--- config.mk ---
export PLATFORM = sky130hd
export DESIGN_NAME = mips_mc_control_unit_flat
export DESIGN_NICKNAME = d
export VERILOG_FILES = /design/src/rtl/mips_mc_control_unit_if.sv /design/src/rtl/mips_mc_control_unit.sv /design/src/flat_wrapper.sv
export SDC_FILE = /design/constraint.sdc
export NUM_CORES = 1
export LEC_CHECK = 0
export ABC_CLOCK_PERIOD_IN_PS = 3900
export BUFFER_PORTS_ARGS = -buffer_cell sky130_fd_sc_hd__buf_2
export CAP_MARGIN = 30
export CORE_MARGIN = 2
export CORE_UTILIZATION = 40
export DETAILED_ROUTE_END_ITERATION = 12
export PLACE_DENSITY = 0.65
export SETUP_SLACK_MARGIN = 0.1
export SYNTH_ARGS = -nofsm -noshare
export SYNTH_HDL_FRONTEND = slang
export SYNTH_SLANG_ARGS = --single-unit
--- constraint.sdc ---
create_clock -name clk -period 3.9 [get_ports clk]
set_clock_uncertainty 0.15 [all_clocks]
set_input_delay 0 -clock clk [delete_from_list [all_inputs] [get_ports clk]]
set_output_delay 0 -clock clk [all_outputs]
set_load 0.1 [all_outputs]
--- src/rtl/mips_mc_control_unit_if.sv ---
// Control-unit bus: opcode and flags into the FSM, datapath controls and retire count out.
interface mips_mc_control_unit_if #(
    parameter int unsigned RETIRE_CNT_WIDTH = 32,
    parameter int unsigned MIPS_OP_WIDTH    = 6
);
    logic [MIPS_OP_WIDTH-1:0]    op_i;
    logic                        zero_i;
    logic                        mem_ready_i;
    logic                        pc_en_o;
    logic [1:0]                  pc_source_o;
    logic                        i_or_d_o;
    logic                        mem_read_o;
    logic                        mem_write_o;
    logic                        ir_write_o;
    logic                        reg_dst_o;
    logic                        mem_to_reg_o;
    logic                        reg_write_o;
    logic                        alu_src_a_o;
    logic [1:0]                  alu_src_b_o;
    logic [1:0]                  alu_op_o;
    logic                        illegal_op_o;
    logic [RETIRE_CNT_WIDTH-1:0] retired_o;

    // Control unit side
    modport slave (
        input  op_i, zero_i, mem_ready_i,
        output pc_en_o, pc_source_o, i_or_d_o, mem_read_o, mem_write_o, ir_write_o,
               reg_dst_o, mem_to_reg_o, reg_write_o, alu_src_a_o, alu_src_b_o,
               alu_op_o, illegal_op_o, retired_o
    );

    // Datapath / environment side
    modport master (
        output op_i, zero_i, mem_ready_i,
        input  pc_en_o, pc_source_o, i_or_d_o, mem_read_o, mem_write_o, ir_write_o,
               reg_dst_o, mem_to_reg_o, reg_write_o, alu_src_a_o, alu_src_b_o,
               alu_op_o, illegal_op_o, retired_o
    );
endinterface

--- src/rtl/mips_mc_control_unit.sv ---
// Multi-cycle MIPS control FSM: sequences fetch/decode/execute/memory/write-back,
// decodes datapath controls from the current state (plus mem_ready and zero),
// and counts retired instructions.
module mips_mc_control_unit #(
    parameter int unsigned RETIRE_CNT_WIDTH = 32
) (
    input  logic                         clk,
    input  logic                         rst,
    mips_mc_control_unit_if.slave        bus
);
    localparam int unsigned MIPS_OP_WIDTH = 6;

    localparam logic [MIPS_OP_WIDTH-1:0] OP_R    = 6'b000000;
    localparam logic [MIPS_OP_WIDTH-1:0] OP_LW   = 6'b100011;
    localparam logic [MIPS_OP_WIDTH-1:0] OP_SW   = 6'b101011;
    localparam logic [MIPS_OP_WIDTH-1:0] OP_BEQ  = 6'b000100;
    localparam logic [MIPS_OP_WIDTH-1:0] OP_ADDI = 6'b001000;
    localparam logic [MIPS_OP_WIDTH-1:0] OP_J    = 6'b000010;

    typedef enum logic [3:0] {
        S_FETCH     = 4'd0,
        S_DECODE    = 4'd1,
        S_MEM_ADDR  = 4'd2,
        S_MEM_READ  = 4'd3,
        S_MEM_WB    = 4'd4,
        S_MEM_WRITE = 4'd5,
        S_EXECUTE   = 4'd6,
        S_R_WB      = 4'd7,
        S_BRANCH    = 4'd8,
        S_ADDI_EXEC = 4'd9,
        S_ADDI_WB   = 4'd10,
        S_JUMP      = 4'd11
    } state_e;

    state_e                      state_q, state_d;
    logic [RETIRE_CNT_WIDTH-1:0] retired_q, retired_d;

    logic       pc_write_c;
    logic       pc_write_cond_c;
    logic [1:0] pc_source_c;
    logic       i_or_d_c;
    logic       mem_read_c;
    logic       mem_write_c;
    logic       ir_write_c;
    logic       reg_dst_c;
    logic       mem_to_reg_c;
    logic       reg_write_c;
    logic       alu_src_a_c;
    logic [1:0] alu_src_b_c;
    logic [1:0] alu_op_c;
    logic       illegal_op_c;
    logic       retire_c;

    // State and retire-counter registers; reset returns to FETCH asynchronously
    always_ff @(posedge clk or posedge rst) begin
        if (rst) begin
            state_q   <= S_FETCH;
            retired_q <= '0;
        end else begin
            state_q   <= state_d;
            retired_q <= retired_d;
        end
    end

    // Next-state and control decode; everything is held at 0 while rst is high
    always_comb begin
        state_d         = state_q;
        pc_write_c      = 1'b0;
        pc_write_cond_c = 1'b0;
        pc_source_c     = 2'b00;
        i_or_d_c        = 1'b0;
        mem_read_c      = 1'b0;
        mem_write_c     = 1'b0;
        ir_write_c      = 1'b0;
        reg_dst_c       = 1'b0;
        mem_to_reg_c    = 1'b0;
        reg_write_c     = 1'b0;
        alu_src_a_c     = 1'b0;
        alu_src_b_c     = 2'b00;
        alu_op_c        = 2'b00;
        illegal_op_c    = 1'b0;
        retire_c        = 1'b0;

        if (!rst) begin
            case (state_q)
                S_FETCH: begin
                    mem_read_c  = 1'b1;
                    alu_src_b_c = 2'b01;
                    ir_write_c  = bus.mem_ready_i;
                    pc_write_c  = bus.mem_ready_i;
                    if (bus.mem_ready_i) state_d = S_DECODE;
                end
                S_DECODE: begin
                    alu_src_b_c = 2'b11;
                    case (bus.op_i)
                        OP_R:         state_d = S_EXECUTE;
                        OP_LW, OP_SW: state_d = S_MEM_ADDR;
                        OP_BEQ:       state_d = S_BRANCH;
                        OP_ADDI:      state_d = S_ADDI_EXEC;
                        OP_J:         state_d = S_JUMP;
                        default: begin
                            illegal_op_c = 1'b1;
                            state_d      = S_FETCH;
                        end
                    endcase
                end
                S_MEM_ADDR: begin
                    alu_src_a_c = 1'b1;
                    alu_src_b_c = 2'b10;
                    state_d     = (bus.op_i == OP_LW) ? S_MEM_READ : S_MEM_WRITE;
                end
                S_MEM_READ: begin
                    mem_read_c = 1'b1;
                    i_or_d_c   = 1'b1;
                    if (bus.mem_ready_i) state_d = S_MEM_WB;
                end
                S_MEM_WB: begin
                    mem_to_reg_c = 1'b1;
                    reg_write_c  = 1'b1;
                    retire_c     = 1'b1;
                    state_d      = S_FETCH;
                end
                S_MEM_WRITE: begin
                    mem_write_c = 1'b1;
                    i_or_d_c    = 1'b1;
                    if (bus.mem_ready_i) begin
                        retire_c = 1'b1;
                        state_d  = S_FETCH;
                    end
                end
                S_EXECUTE: begin
                    alu_src_a_c = 1'b1;
                    alu_src_b_c = 2'b00;
                    alu_op_c    = 2'b10;
                    state_d     = S_R_WB;
                end
                S_R_WB: begin
                    reg_dst_c   = 1'b1;
                    reg_write_c = 1'b1;
                    retire_c    = 1'b1;
                    state_d     = S_FETCH;
                end
                S_BRANCH: begin
                    alu_src_a_c     = 1'b1;
                    alu_op_c        = 2'b01;
                    pc_source_c     = 2'b01;
                    pc_write_cond_c = 1'b1;
                    retire_c        = 1'b1;
                    state_d         = S_FETCH;
                end
                S_ADDI_EXEC: begin
                    alu_src_a_c = 1'b1;
                    alu_src_b_c = 2'b10;
                    state_d     = S_ADDI_WB;
                end
                S_ADDI_WB: begin
                    reg_write_c = 1'b1;
                    retire_c    = 1'b1;
                    state_d     = S_FETCH;
                end
                S_JUMP: begin
                    pc_write_c  = 1'b1;
                    pc_source_c = 2'b10;
                    retire_c    = 1'b1;
                    state_d     = S_FETCH;
                end
                default: state_d = S_FETCH;
            endcase
        end

        retired_d = retire_c ? retired_q + RETIRE_CNT_WIDTH'(1) : retired_q;
    end

    // Controls are a direct decode of the current state, so they are driven combinationally
    assign bus.pc_en_o      = pc_write_c | (pc_write_cond_c & bus.zero_i);
    assign bus.pc_source_o  = pc_source_c;
    assign bus.i_or_d_o     = i_or_d_c;
    assign bus.mem_read_o   = mem_read_c;
    assign bus.mem_write_o  = mem_write_c;
    assign bus.ir_write_o   = ir_write_c;
    assign bus.reg_dst_o    = reg_dst_c;
    assign bus.mem_to_reg_o = mem_to_reg_c;
    assign bus.reg_write_o  = reg_write_c;
    assign bus.alu_src_a_o  = alu_src_a_c;
    assign bus.alu_src_b_o  = alu_src_b_c;
    assign bus.alu_op_o     = alu_op_c;
    assign bus.illegal_op_o = illegal_op_c;
    assign bus.retired_o    = retired_q;
endmodule

--- src/flat_wrapper.sv ---
// flat-port wrapper written by rule: the top's interface ports become plain ports
module mips_mc_control_unit_flat 
#(
    parameter int unsigned RETIRE_CNT_WIDTH = 32
)
  (clk, rst, bus_op_i, bus_zero_i, bus_mem_ready_i, bus_pc_en_o, bus_pc_source_o, bus_i_or_d_o, bus_mem_read_o, bus_mem_write_o, bus_ir_write_o, bus_reg_dst_o, bus_mem_to_reg_o, bus_reg_write_o, bus_alu_src_a_o, bus_alu_src_b_o, bus_alu_op_o, bus_illegal_op_o, bus_retired_o);
  mips_mc_control_unit_if #(.RETIRE_CNT_WIDTH(RETIRE_CNT_WIDTH), .MIPS_OP_WIDTH(6)) bus_i ();
  input  logic clk;
  input  logic rst;
  input wire logic [$bits(bus_i.op_i)-1:0] bus_op_i;
  input wire logic [$bits(bus_i.zero_i)-1:0] bus_zero_i;
  input wire logic [$bits(bus_i.mem_ready_i)-1:0] bus_mem_ready_i;
  output wire logic [$bits(bus_i.pc_en_o)-1:0] bus_pc_en_o;
  output wire logic [$bits(bus_i.pc_source_o)-1:0] bus_pc_source_o;
  output wire logic [$bits(bus_i.i_or_d_o)-1:0] bus_i_or_d_o;
  output wire logic [$bits(bus_i.mem_read_o)-1:0] bus_mem_read_o;
  output wire logic [$bits(bus_i.mem_write_o)-1:0] bus_mem_write_o;
  output wire logic [$bits(bus_i.ir_write_o)-1:0] bus_ir_write_o;
  output wire logic [$bits(bus_i.reg_dst_o)-1:0] bus_reg_dst_o;
  output wire logic [$bits(bus_i.mem_to_reg_o)-1:0] bus_mem_to_reg_o;
  output wire logic [$bits(bus_i.reg_write_o)-1:0] bus_reg_write_o;
  output wire logic [$bits(bus_i.alu_src_a_o)-1:0] bus_alu_src_a_o;
  output wire logic [$bits(bus_i.alu_src_b_o)-1:0] bus_alu_src_b_o;
  output wire logic [$bits(bus_i.alu_op_o)-1:0] bus_alu_op_o;
  output wire logic [$bits(bus_i.illegal_op_o)-1:0] bus_illegal_op_o;
  output wire logic [$bits(bus_i.retired_o)-1:0] bus_retired_o;
  assign bus_i.op_i = bus_op_i;
  assign bus_i.zero_i = bus_zero_i;
  assign bus_i.mem_ready_i = bus_mem_ready_i;
  assign bus_pc_en_o = bus_i.pc_en_o;
  assign bus_pc_source_o = bus_i.pc_source_o;
  assign bus_i_or_d_o = bus_i.i_or_d_o;
  assign bus_mem_read_o = bus_i.mem_read_o;
  assign bus_mem_write_o = bus_i.mem_write_o;
  assign bus_ir_write_o = bus_i.ir_write_o;
  assign bus_reg_dst_o = bus_i.reg_dst_o;
  assign bus_mem_to_reg_o = bus_i.mem_to_reg_o;
  assign bus_reg_write_o = bus_i.reg_write_o;
  assign bus_alu_src_a_o = bus_i.alu_src_a_o;
  assign bus_alu_src_b_o = bus_i.alu_src_b_o;
  assign bus_alu_op_o = bus_i.alu_op_o;
  assign bus_illegal_op_o = bus_i.illegal_op_o;
  assign bus_retired_o = bus_i.retired_o;
  mips_mc_control_unit #(.RETIRE_CNT_WIDTH(RETIRE_CNT_WIDTH)) u_core (.clk(clk), .rst(rst), .bus(bus_i));
endmodule
==> metrics.yaml <==
setup_path:
  slowest_delay_ns: 0.57
  r2r-start: "u_core.state_q[1]"
  end_kind: "flip-flop"
  reg2regPathDepth: 5
  cp.arrival_ns: 2.38
  required_ns: 3.92
  startpoint_type: "input pin"
  path_max_fanout: 20
  critPathKind: "in -> reg"
  reg2reg_slack_ns: 1.62
  crit_chain: "dlygate4sd3_1, buf_2, inv_1, o21a_1, and4_1, nand4_1, xnor2_1"
  crit_slowest_cell: "inv_1"
  rr_endpoint: "u_core.bus.retired_o[24]"
grt:
  grt_pass1_vias: 1853
  grt_pass1_wl_um: 8960
  grt_max_degree: 22
  grt_usage_pct: 18.2
  grt_use_met1_pct: 25.6
  grt_util_met3_pct: 4.42
  grt_busiest_layer: "met2"
  grt_use_met2_pct: 27.8
  antenna_found_initial: 0
  overflow: 0
drt:
  drt-pass1-iter-count: 4
  first_iter_violations: 117
  antenna_left: 0
  drcViolationCount: 0
  num_vias: 1891
  wl_um: 4950
  wl_per_cell_um: 14.0
  vias_per_cell: 5.36
floorplan:
  core-area_mm2: 0.00517
  initial_core_util_pct: 42.0
  rows: 26
  die_area_mm2: 0.00603
  die_w_um: 77.7
  die_h_um: 77.7
  num_io_pins: 58
finish:
  final_area_mm2: 0.00264
  drive_gt1_share_pct: 29.3
  fin_nets: 293
  syn_to_final_growth_pct: 21.7
  nFillCells: 491
  diodes: 0
  final_cells: 353
  final_util_pct: 51.1
min_path:
  hp-class: "in -> reg"
  min-delay-start: "bus_op_i[4]"
  hold-path-cell-count: 4
  whs_endpoint: "u_core.state_q[0]"
synth:
  syn_inst: 225
  synth_flop_cell: "dfrtp_1"
  synth_cell_types: 46
  syn-cell-area_mm2: 0.00217
  syn_nets: 236
  yosys_warnings: 0
  yosysTopAreaCell: "dfrtp_1"
  synth_edf_count: 0
  synth_top_area_share_pct: 41.5
  post_synth_main_area_contributors: "dfrtp_1 41%, xnor2_1 8.5%, xor2_1 5.6%"
  syn_area_per_cell_um2: 9.65
  synth-seq-cells: 36
  yosysSeqAreaShare_pct: 41.5
  async_reset_ff_share_pct: 100
cts:
  cts_sinks: 36
  cts_hold_buf: 1
  postCtsSetupRepairBufs: 0
  clk_latency_ns: 0.28
  cts.path.max_buffers: 2
  cts_tree: "yes"
  cts_resized: 0
  ctsHtreeMaxLevel: 2
  path_clk_slew_ns: 0.07
  cts_buffers: 5
  clock-root-buffer: "clkbuf_8"
placement:
  place.gp.congestion: 0.836
  dp_cells: 344
  pre_cts_ws_ns: 1.64
  portBuffers: 57
  dpl_cell_area_mm2: 0.00254
  hpwl_um: 3620
run_status:
  outcome: "finished clean"
flow_run:
  maxCapViolCount: 0
sta:
  slew_viol_final: 0
  setup_viol: 0
  slew_headroom_pct: 51.2
  worstMarginPinSlew_ns: 0.731
  rsz0062_at_grt: "false"
  finalCritPeriodShare_pct: 60.4
  hold_viol: 0
  fin_ws_ns: 1.55
  max_freq_mhz: 425
  post-route-min-period_ns: 2.35
power:
  power_mw: 1.23
  p_per_area_mw_per_mm2: 466
  leakage_nw: 1.33
  ir_worst_vdd_mv: 0.358
logic make-up after synthesis:
family / Yosys count / synth area share, %
DFF: 36 / 41.5
xor gates and xnor gates: 35 / 14.1
AOI/OAI and AO/OA: 25 / 8.59
buffers and inverters: 17 / 3.40
adders and majority gates: 1 / 0.576
muxes: 2 / 0.980
and+or+nand+nor: 109 / 30.8
per-stage QoR:
stage | hold slack [ns] | setup TNS, ns
floorplan | 0.0304 | -0.0462
global placement | 0.143 | 0
detailed placement | 0.146 | 0
CTS | 0.0499 | 0
global route | 0.0666 | 0
finish | 0.0643 | 0
cells in the mapped netlist (2+ instances only):
library cell / count
nor2b_1: 2
a2bb2oi_1: 2
nor2_1: 22
dfrtp_1: 36
nand3_1: 9
xor2_1: 14
a21oi_1: 9
nand4_4: 2
buf_4: 2
nor3_1: 11
nor3_2: 6
nand2b_1: 3
nand4_1: 14
xnor2_1: 21
inv_1: 8
o211ai_1: 2
and4_1: 3
and3_1: 6
nand2_1: 15
o31ai_1: 2
o21ai_0: 2
clkbuf_1: 5
nor4_1: 6
worst max path at each step:
stage	start	to	slack, ns	cells after the start
floorplan	u_core.state_q[1]	bus_illegal_op_o	-0.05	4
global placement	u_core.state_q[3]	u_core.bus.retired_o[24]	1.73	5
detailed placement	u_core.state_q[1]	u_core.bus.retired_o[24]	1.64	5
CTS	rst	u_core.bus.retired_o[24]	1.51	7
global route	u_core.state_q[1]	bus_illegal_op_o	1.32	4
finish	rst	u_core.bus.retired_o[24]	1.55	7
area by class of cell:
cell class                      count  area [µm²]  share of cell area, %
Multi-Input combinational cell    172        1230                   46.6
Sequential cell                    36         901                   34.1
Timing Repair Buffer               59         303                   11.5
Clock buffer                        8        90.1                   3.41
Tap cell                           70        87.6                   3.32
Inverter                            8        30.0                   1.14
layer usage:
metal	up-vias	wire length, µm	share of wire, %
li1	923	-	-
met1	902	2320	47
met2	60	2280	46
met3	6	301	6.1
met4	0	50	1.0
met5	-	0	0
power by group:
| part | internal, mW | total (mW) | switching [mW] |
|---|---|---|---|
| clock | 0.144 | 0.274 | 0.130 |
| combinational | 0.113 | 0.501 | 0.388 |
| sequential | 0.394 | 0.455 | 0.0614 |
flip-flops by register name (all words and copies together), names as in the netlist:
name                  flops
u_core.bus.retired_o     32
u_core.state_q            4
cell usage in the layout, fill, tap and decap left out, types with 2 or more instances in the layout:
cell type	instances
nand4_1	14
xnor2_1	21
nand2_1	15
o21ai_0	2
nor3_2	6
nor2_1	22
and4_1	3
nand3_1	9
clkbuf_8	6
a21oi_1	9
inv_1	8
clkbuf_1	2
nand4_4	2
o31ai_1	2
nor4_2	3
nor4b_4	2
nor2b_1	2
xor2_1	14
dfrtp_1	36
nor4_1	3
buf_2	57
nand2b_1	3
and3_1	6
o211ai_1	2
a2bb2oi_1	2
nor3_1	11
critical path: cells and delay by family:
kind                      cells  cell delay, ns
AOI/OAI and AO/OA             1            0.35
and+or+nand+nor               2            0.56
buffers and inverters         3            1.31
xor gates and xnor gates      1            0.15
No activity file was read; power rests on OpenSTA's default activity.
